File: src/rtl/board_access_arbiter.sv
// Board RAM arbiter: pipelined display reads plus read-modify-write player/PC shots with hit tracking.
// Optional display-starvation guard enabled by defining ARB_STARVE_GUARD_EN.
module board_access_arbiter #(
    parameter int unsigned ADDR_W     = 6,
    parameter int unsigned SHIP_CELLS = 17,
    parameter int unsigned MAX_STREAK = 8
) (
    input  logic              clk,
    input  logic              rst,
    input  logic              disp_req_i,
    input  logic [ADDR_W-1:0] disp_addr_i,
    output logic              disp_ack_o,
    output logic              disp_valid_o,
    output logic [1:0]        disp_data_o,
    input  logic              ply_req_i,
    input  logic [ADDR_W-1:0] ply_addr_i,
    output logic              ply_ack_o,
    input  logic              pc_req_i,
    input  logic [ADDR_W-1:0] pc_addr_i,
    output logic              pc_ack_o,
    output logic [1:0]        result_o,
    output logic [ADDR_W-1:0] ram_addr_o,
    output logic              ram_we_o,
    output logic [1:0]        ram_wdata_o,
    input  logic [1:0]        ram_rdata_i,
    output logic [7:0]        hits_count_o,
    output logic              game_over_o
);

    localparam int unsigned HITS_W = 8;

    localparam logic [1:0] CELL_EMPTY = 2'b00;
    localparam logic [1:0] CELL_SHIP  = 2'b01;
    localparam logic [1:0] CELL_MISS  = 2'b10;
    localparam logic [1:0] CELL_HIT   = 2'b11;

    localparam logic [1:0] RES_MISS   = 2'b00;
    localparam logic [1:0] RES_HIT    = 2'b01;
    localparam logic [1:0] RES_REPEAT = 2'b10;
    localparam logic [1:0] RES_REJECT = 2'b11;

    // Elaboration-time sanity of the configuration.
    if (SHIP_CELLS == 0 || SHIP_CELLS > 255) begin : g_bad_ship_cells
        $error("board_access_arbiter: SHIP_CELLS must be 1..255");
    end
    if (MAX_STREAK == 0) begin : g_bad_max_streak
        $error("board_access_arbiter: MAX_STREAK must be nonzero");
    end

    typedef enum logic [1:0] {
        IDLE = 2'b00,
        RD   = 2'b01,
        EVAL = 2'b10,
        WR   = 2'b11
    } state_e;

    state_e              state_q, state_d;
    logic                rr_q, rr_d;          // 1: PC preferred on a tie
    logic                gnt_pc_q, gnt_pc_d;  // owner of the in-flight RMW
    logic [ADDR_W-1:0]   ram_addr_q, ram_addr_d;
    logic                ram_we_q, ram_we_d;
    logic [1:0]          ram_wdata_q, ram_wdata_d;
    logic                ply_ack_q, ply_ack_d;
    logic                pc_ack_q, pc_ack_d;
    logic [1:0]          result_q, result_d;
    logic [HITS_W-1:0]   hits_q, hits_d;
    logic                game_over_q, game_over_d;
    logic [1:0]          disp_pipe_q, disp_pipe_d;

    logic                disp_ack_c;
    logic                shot_gnt;
    logic                guard_win;
    logic                ply_pend;
    logic                pc_pend;
    logic                shot_pend;
    logic                sel_pc;

    // A requester still holding req in the cycle its ack is visible is not a new request.
    assign ply_pend  = ply_req_i & ~ply_ack_q;
    assign pc_pend   = pc_req_i & ~pc_ack_q;
    assign shot_pend = ply_pend | pc_pend;
    assign sel_pc    = pc_pend & (~ply_pend | rr_q);

`ifdef ARB_STARVE_GUARD_EN
    localparam int unsigned STREAK_W = $clog2(MAX_STREAK + 1);

    logic [STREAK_W-1:0] streak_q, streak_d;

    assign guard_win = shot_pend && (streak_q == STREAK_W'(MAX_STREAK));

    // Consecutive display grants taken while a shot waits.
    always_comb begin
        streak_d = streak_q;
        if (!shot_pend || shot_gnt) begin
            streak_d = '0;
        end else if (disp_ack_c && (streak_q != STREAK_W'(MAX_STREAK))) begin
            streak_d = streak_q + STREAK_W'(1);
        end
    end

    always_ff @(posedge clk or posedge rst) begin
        if (rst) begin
            streak_q <= '0;
        end else begin
            streak_q <= streak_d;
        end
    end
`else
    assign guard_win = 1'b0;
`endif

    // Next-state and registered-output logic.
    always_comb begin
        state_d     = state_q;
        rr_d        = rr_q;
        gnt_pc_d    = gnt_pc_q;
        ram_addr_d  = ram_addr_q;
        ram_we_d    = 1'b0;
        ram_wdata_d = 2'b00;
        ply_ack_d   = 1'b0;
        pc_ack_d    = 1'b0;
        result_d    = 2'b00;
        hits_d      = hits_q;
        disp_ack_c  = 1'b0;
        shot_gnt    = 1'b0;

        case (state_q)
            IDLE: begin
                if (disp_req_i && !guard_win) begin
                    disp_ack_c = 1'b1;
                    ram_addr_d = disp_addr_i;
                end else if (shot_pend) begin
                    shot_gnt = 1'b1;
                    rr_d     = ~sel_pc;
                    gnt_pc_d = sel_pc;
                    if (game_over_q) begin
                        // Board is finished: reject without touching the RAM.
                        ply_ack_d = ~sel_pc;
                        pc_ack_d  = sel_pc;
                        result_d  = RES_REJECT;
                    end else begin
                        ram_addr_d = sel_pc ? pc_addr_i : ply_addr_i;
                        state_d    = RD;
                    end
                end
            end
            RD: begin
                state_d = EVAL;
            end
            EVAL: begin
                ply_ack_d = ~gnt_pc_q;
                pc_ack_d  = gnt_pc_q;
                state_d   = WR;
                case (ram_rdata_i)
                    CELL_EMPTY: begin
                        ram_we_d    = 1'b1;
                        ram_wdata_d = CELL_MISS;
                        result_d    = RES_MISS;
                    end
                    CELL_SHIP: begin
                        ram_we_d    = 1'b1;
                        ram_wdata_d = CELL_HIT;
                        result_d    = RES_HIT;
                        if (hits_q != '1) begin
                            hits_d = hits_q + HITS_W'(1);
                        end
                    end
                    default: begin
                        result_d = RES_REPEAT;
                    end
                endcase
            end
            WR: begin
                state_d = IDLE;
            end
            default: begin
                state_d = IDLE;
            end
        endcase
    end

    // Sticky once the hit count reaches the fleet size.
    assign game_over_d = game_over_q | (hits_q == HITS_W'(SHIP_CELLS));
    assign disp_pipe_d = {disp_pipe_q[0], disp_ack_c};

    always_ff @(posedge clk or posedge rst) begin
        if (rst) begin
            state_q     <= IDLE;
            rr_q        <= 1'b0;
            gnt_pc_q    <= 1'b0;
            ram_addr_q  <= '0;
            ram_we_q    <= 1'b0;
            ram_wdata_q <= 2'b00;
            ply_ack_q   <= 1'b0;
            pc_ack_q    <= 1'b0;
            result_q    <= 2'b00;
            hits_q      <= '0;
            game_over_q <= 1'b0;
            disp_pipe_q <= 2'b00;
        end else begin
            state_q     <= state_d;
            rr_q        <= rr_d;
            gnt_pc_q    <= gnt_pc_d;
            ram_addr_q  <= ram_addr_d;
            ram_we_q    <= ram_we_d;
            ram_wdata_q <= ram_wdata_d;
            ply_ack_q   <= ply_ack_d;
            pc_ack_q    <= pc_ack_d;
            result_q    <= result_d;
            hits_q      <= hits_d;
            game_over_q <= game_over_d;
            disp_pipe_q <= disp_pipe_d;
        end
    end

    // Grant is same-cycle; read data comes straight from the RAM's output register.
    assign disp_ack_o   = disp_ack_c & ~rst;
    assign disp_valid_o = disp_pipe_q[1];
    assign disp_data_o  = disp_pipe_q[1] ? ram_rdata_i : 2'b00;

    assign ply_ack_o    = ply_ack_q;
    assign pc_ack_o     = pc_ack_q;
    assign result_o     = result_q;
    assign ram_addr_o   = ram_addr_q;
    assign ram_we_o     = ram_we_q;
    assign ram_wdata_o  = ram_wdata_q;
    assign hits_count_o = hits_q;
    assign game_over_o  = game_over_q;

endmodule

File: config.mk
export PLATFORM = sky130hd
export DESIGN_NAME = board_access_arbiter
export DESIGN_NICKNAME = d
export VERILOG_FILES = /design/src/rtl/board_access_arbiter.sv
export SDC_FILE = /design/constraint.sdc
export NUM_CORES = 1
export LEC_CHECK = 0
export CORE_MARGIN = 3
export CORE_UTILIZATION = 30
export CTS_CLUSTER_DIAMETER = 120
export DETAILED_ROUTE_END_ITERATION = 10
export DONT_BUFFER_PORTS = 1
export PLACE_DENSITY = 0.45
export SYNTH_ARGS = -nofsm -noshare
export SYNTH_HDL_FRONTEND = slang
export SYNTH_SLANG_ARGS = --single-unit
File: constraint.sdc
create_clock -name clk -period 3.3 [get_ports clk]
set_input_delay 0 -clock clk [delete_from_list [all_inputs] [get_ports clk]]
set_output_delay 0 -clock clk [all_outputs]
set_load 0.1 [all_outputs]
==> results.md <==
- The run finished with clean final reports.
- In this run the number of H-tree levels came out at 1.
- The arrival time reported for the critical path endpoint is around 2.1 ns.
- The number of core rows is 23.
- The first TritonRoute pass finished after 4 iterations.
- The slowest cell on the critical path is sky130_fd_sc_hd__nor2_2.
- The area of the die is 5250 um2.
- The largest area contributor in the synthesized netlist is sky130_fd_sc_hd__dfrtp_1.
- Of the available clock period, the critical path in the final layout requires 64.55%.
- The cell area reported after detailed placement is 1441 um2.
- The buffers plus inverters on the worst setup path is 1.
- The worst setup path is launched from a register.
- The via count of the first global-routing pass came to 1,051.
- The final-layout worst hold slack is between 0.01 and 0.015 ns.
- The final layout net count is around 170.
- Of the post-synthesis cell area, the dominant cell type holds 50.99%.
- The critical path in this run is classified as reg -> out.
- The synthesized area per cell is 10.77 um2.
- The setup clock skew after layout is 0.004613 ns.
- The diode insertion count for antenna repair is 0.
- The number of CTS-inserted buffers is 3.
- For this design, the sink count on the clock tree is 27.
- The CTS tree is yes.
- The residual antenna-violating net count after detailed routing is 0.
- The first routing iteration left between 70 and 80 violations.
- Yosys mapped a number of flops with a built-in enable equal to 0.
- The start point of the worst hold path is ply_addr_i[3].
- Of the cells placed in the final design, the portion with a size suffix greater than 1 is between 10% and 20%.
- The total congestion overflow is 0.
- The worst register-to-register path begins at ply_ack_o$_DFF_PP0_.
- The hold violation count in the final report is 0.
- Routability-driven placement finished with a final weighted congestion of 0.7427.
- The via-per-instance ratio is about 5.1.
- For the final routed database, the setup TNS stands at 0 ns.
- The number of pins with negative max-slew slack in the final report was 0.
- The most common cell in the netlist is sky130_fd_sc_hd__dfrtp_1.
- The buffer type at the clock tree root is sky130_fd_sc_hd__clkbuf_8.
- For this run, the top clock speed supported by timing is 469.5 MHz.
- In this run the worst hold path is classified as in -> reg.
- The clock reaches the later pin of the worst-skew pair after about 0.27 ns.
- Setup violations remaining at the end of the flow were counted as 0.
- During placement, the flow inserted port buffers numbering 0.
- The effective utilization at floorplan is 31.97%.
- The nature of the critical path endpoint is an output pin.
- From synthesis to final layout, the design area changed by 20.02%.
- The most used flip-flop cell after synthesis is sky130_fd_sc_hd__dfrtp_1.
- Across every metal layer, demand over resource in global routing totals 11.66%.
- Walking the worst path, the cells encountered are inv_1, ha_1, nand2_1, nor2_2.
- Measured along the y axis, the die boundary spans approximately 72 um.
- In this design, the stage delay of the slowest critical-path cell is around 0.88 ns.
- The number of gates resized after CTS was 0.
- No sink is reached through more buffers than the 2 on the longest clock path.
- The clock slew seen by the registers of the worst setup and hold paths is around 0.09 ns.
- Setup repair after global routing left no endpoint under its margin.
- The number of synthesized register bits is 27.
- The instance count of the mapped netlist is 123.
- The worst-path maximum fanout is 8.
- The cell area after layout is 1590 um2.
- In the final routed layout, each cell accounts on average for 15.74 um.
- The share of synthesized area occupied by flip-flops and latches is 50.99%.
- Once routing completed, OpenROAD measured the worst setup slack at 1.170 ns.
- At the pin with the least slew margin, the transition time is about 1.1 ns.
- OpenSTA, run right after detailed placement, puts the worst setup slack at 1.227 ns.
- In the routed design, unresolved DRC markers number 0.
- The maximum number of pins on one net before global-route repair is 28.
- 51 I/O pins were placed.
- The count of warnings emitted by yosys is 0.
- The launching instance or port of the critical path is state_q[0]$_DFFE_PP0P_.
- The number of distinct standard cells referenced by the synthesized netlist is 32.
- The wire length after detailed routing is approximately 3000 um.
- The detailed-placement wirelength estimate is 2240 um.
- The worst slew margin relative to its limit is 28.84%.
- The total standard cell area after synthesis is 1325 um2.
- STA puts the critical path data required time at between 3 and 4 ns.
- The first-pass GRT wire length is 4871 um.
- The family with the most delay on the worst path is simple AND/OR/NAND/NOR gates.
- The minimum period implied by the final worst setup slack is around 2.1 ns.
- After synthesis, the cell types taking the most area are sky130_fd_sc_hd__dfrtp_1 (51%), sky130_fd_sc_hd__o221a_2 (5.1%), sky130_fd_sc_hd__a211o_1 (4.6%), sky130_fd_sc_hd__mux2_2 (4.2%), sky130_fd_sc_hd__ha_1 (3.8%).
- The post-synthesis async set-or-reset flop share is 100.0%.
- After floorplanning, the core was sized to cover 4144 um2.
- The die is 72.46 um wide.
- The initial antenna violation count was 0.
- Across the run, the number of max-cap violations was 0.
- The number of vias in the routed layout is between 900 and 1,000.
- When the netlist entered floorplanning its net count stood at 152.
- Ranked by instance count, the synthesized netlist is headed by sky130_fd_sc_hd__dfrtp_1 (27), sky130_fd_sc_hd__nand2_1 (12).
## worst paths after layout
check,end,cells after the start,slack [ns]
worst max-delay path,disp_ack_o,4,1.17
worst min-delay path,ram_addr_o[3]$_DFFE_PP0P_,2,0.01
worst max register to register,ram_addr_o[5]$_DFFE_PP0P_,4,1.20
worst min register to register,disp_pipe_q[1]$_DFF_PP0_,0,0.36
max in group asynchronous,ram_wdata_o[1]$_DFF_PP0_,2,2.18
min in group asynchronous,hits_count_o[0]$_DFFE_PP0P_,2,0.42
## cells in the final DEF (no fill, tap or decap), drive strengths merged, types with 3 or more instances in the layout
master and n:
a211o 7, a21oi 3, and3 7, buf 9
clkbuf 3, dfrtp 27, dlygate4sd3 10, ha 4
inv 7, mux2 5, nand2 13, nand2b 5
nand4 3, nor2 5, nor2b 4, o21ai 7
o221a 6
## metal layers
| metal | vias to the layer above | track usage, % | wire length, um |
|---|---|---|---|
| met5 | - | 0 | 0 |
| met3 | 4 | 3.186 | 232 |
| met1 | 471 | 15.21 | 1381 |
| li1 | 481 | - | - |
| met2 | 35 | 19.11 | 1397 |
| met4 | 0 | 3.074 | 27 |
## kinds of logic after synthesis
family,count (synthesis),share of synthesized area (%)
compound gates,29,17.28
xor+xnor,3,1.983
fa+ha+maj,4,3.777
buf+inv,10,3.305
flops,27,50.99
mux,5,4.249
simple gates,45,18.41
## sequential cells by signal, indices dropped and copies added, names as in the netlist, 2 cells and up
signal / flops
disp_pipe_q: 2
ram_addr_o: 6
hits_count_o: 8
state_q: 2
ram_wdata_o: 2
result_o: 2
## repair_timing
action	4_1_cts	5_1_grt
hold endpoints to repair	39	0
buffers inserted	0	0
hold buffers	10	0
## through the flow
stage          util (%)  instances
2_1_floorplan         -        123
3_3_place_gp      34.78        179
3_5_place_dp      34.78        179
4_1_cts           38.38        193
5_1_grt           38.38        193
6_report          38.38        193
## area by class of cell
type,instances,area [um2]
clock buffer,3,41.29
clock inverter,1,7.507
fill,423,2554
inverter,7,26.28
multi-input combinational,86,608.1
sequential,27,676.9
tap,50,62.56
timing repair buffer,19,167.7
Power is left out: the tool's default activity adds up to more than one toggle a clock period on the data nets, which glitch-free logic cannot reach.
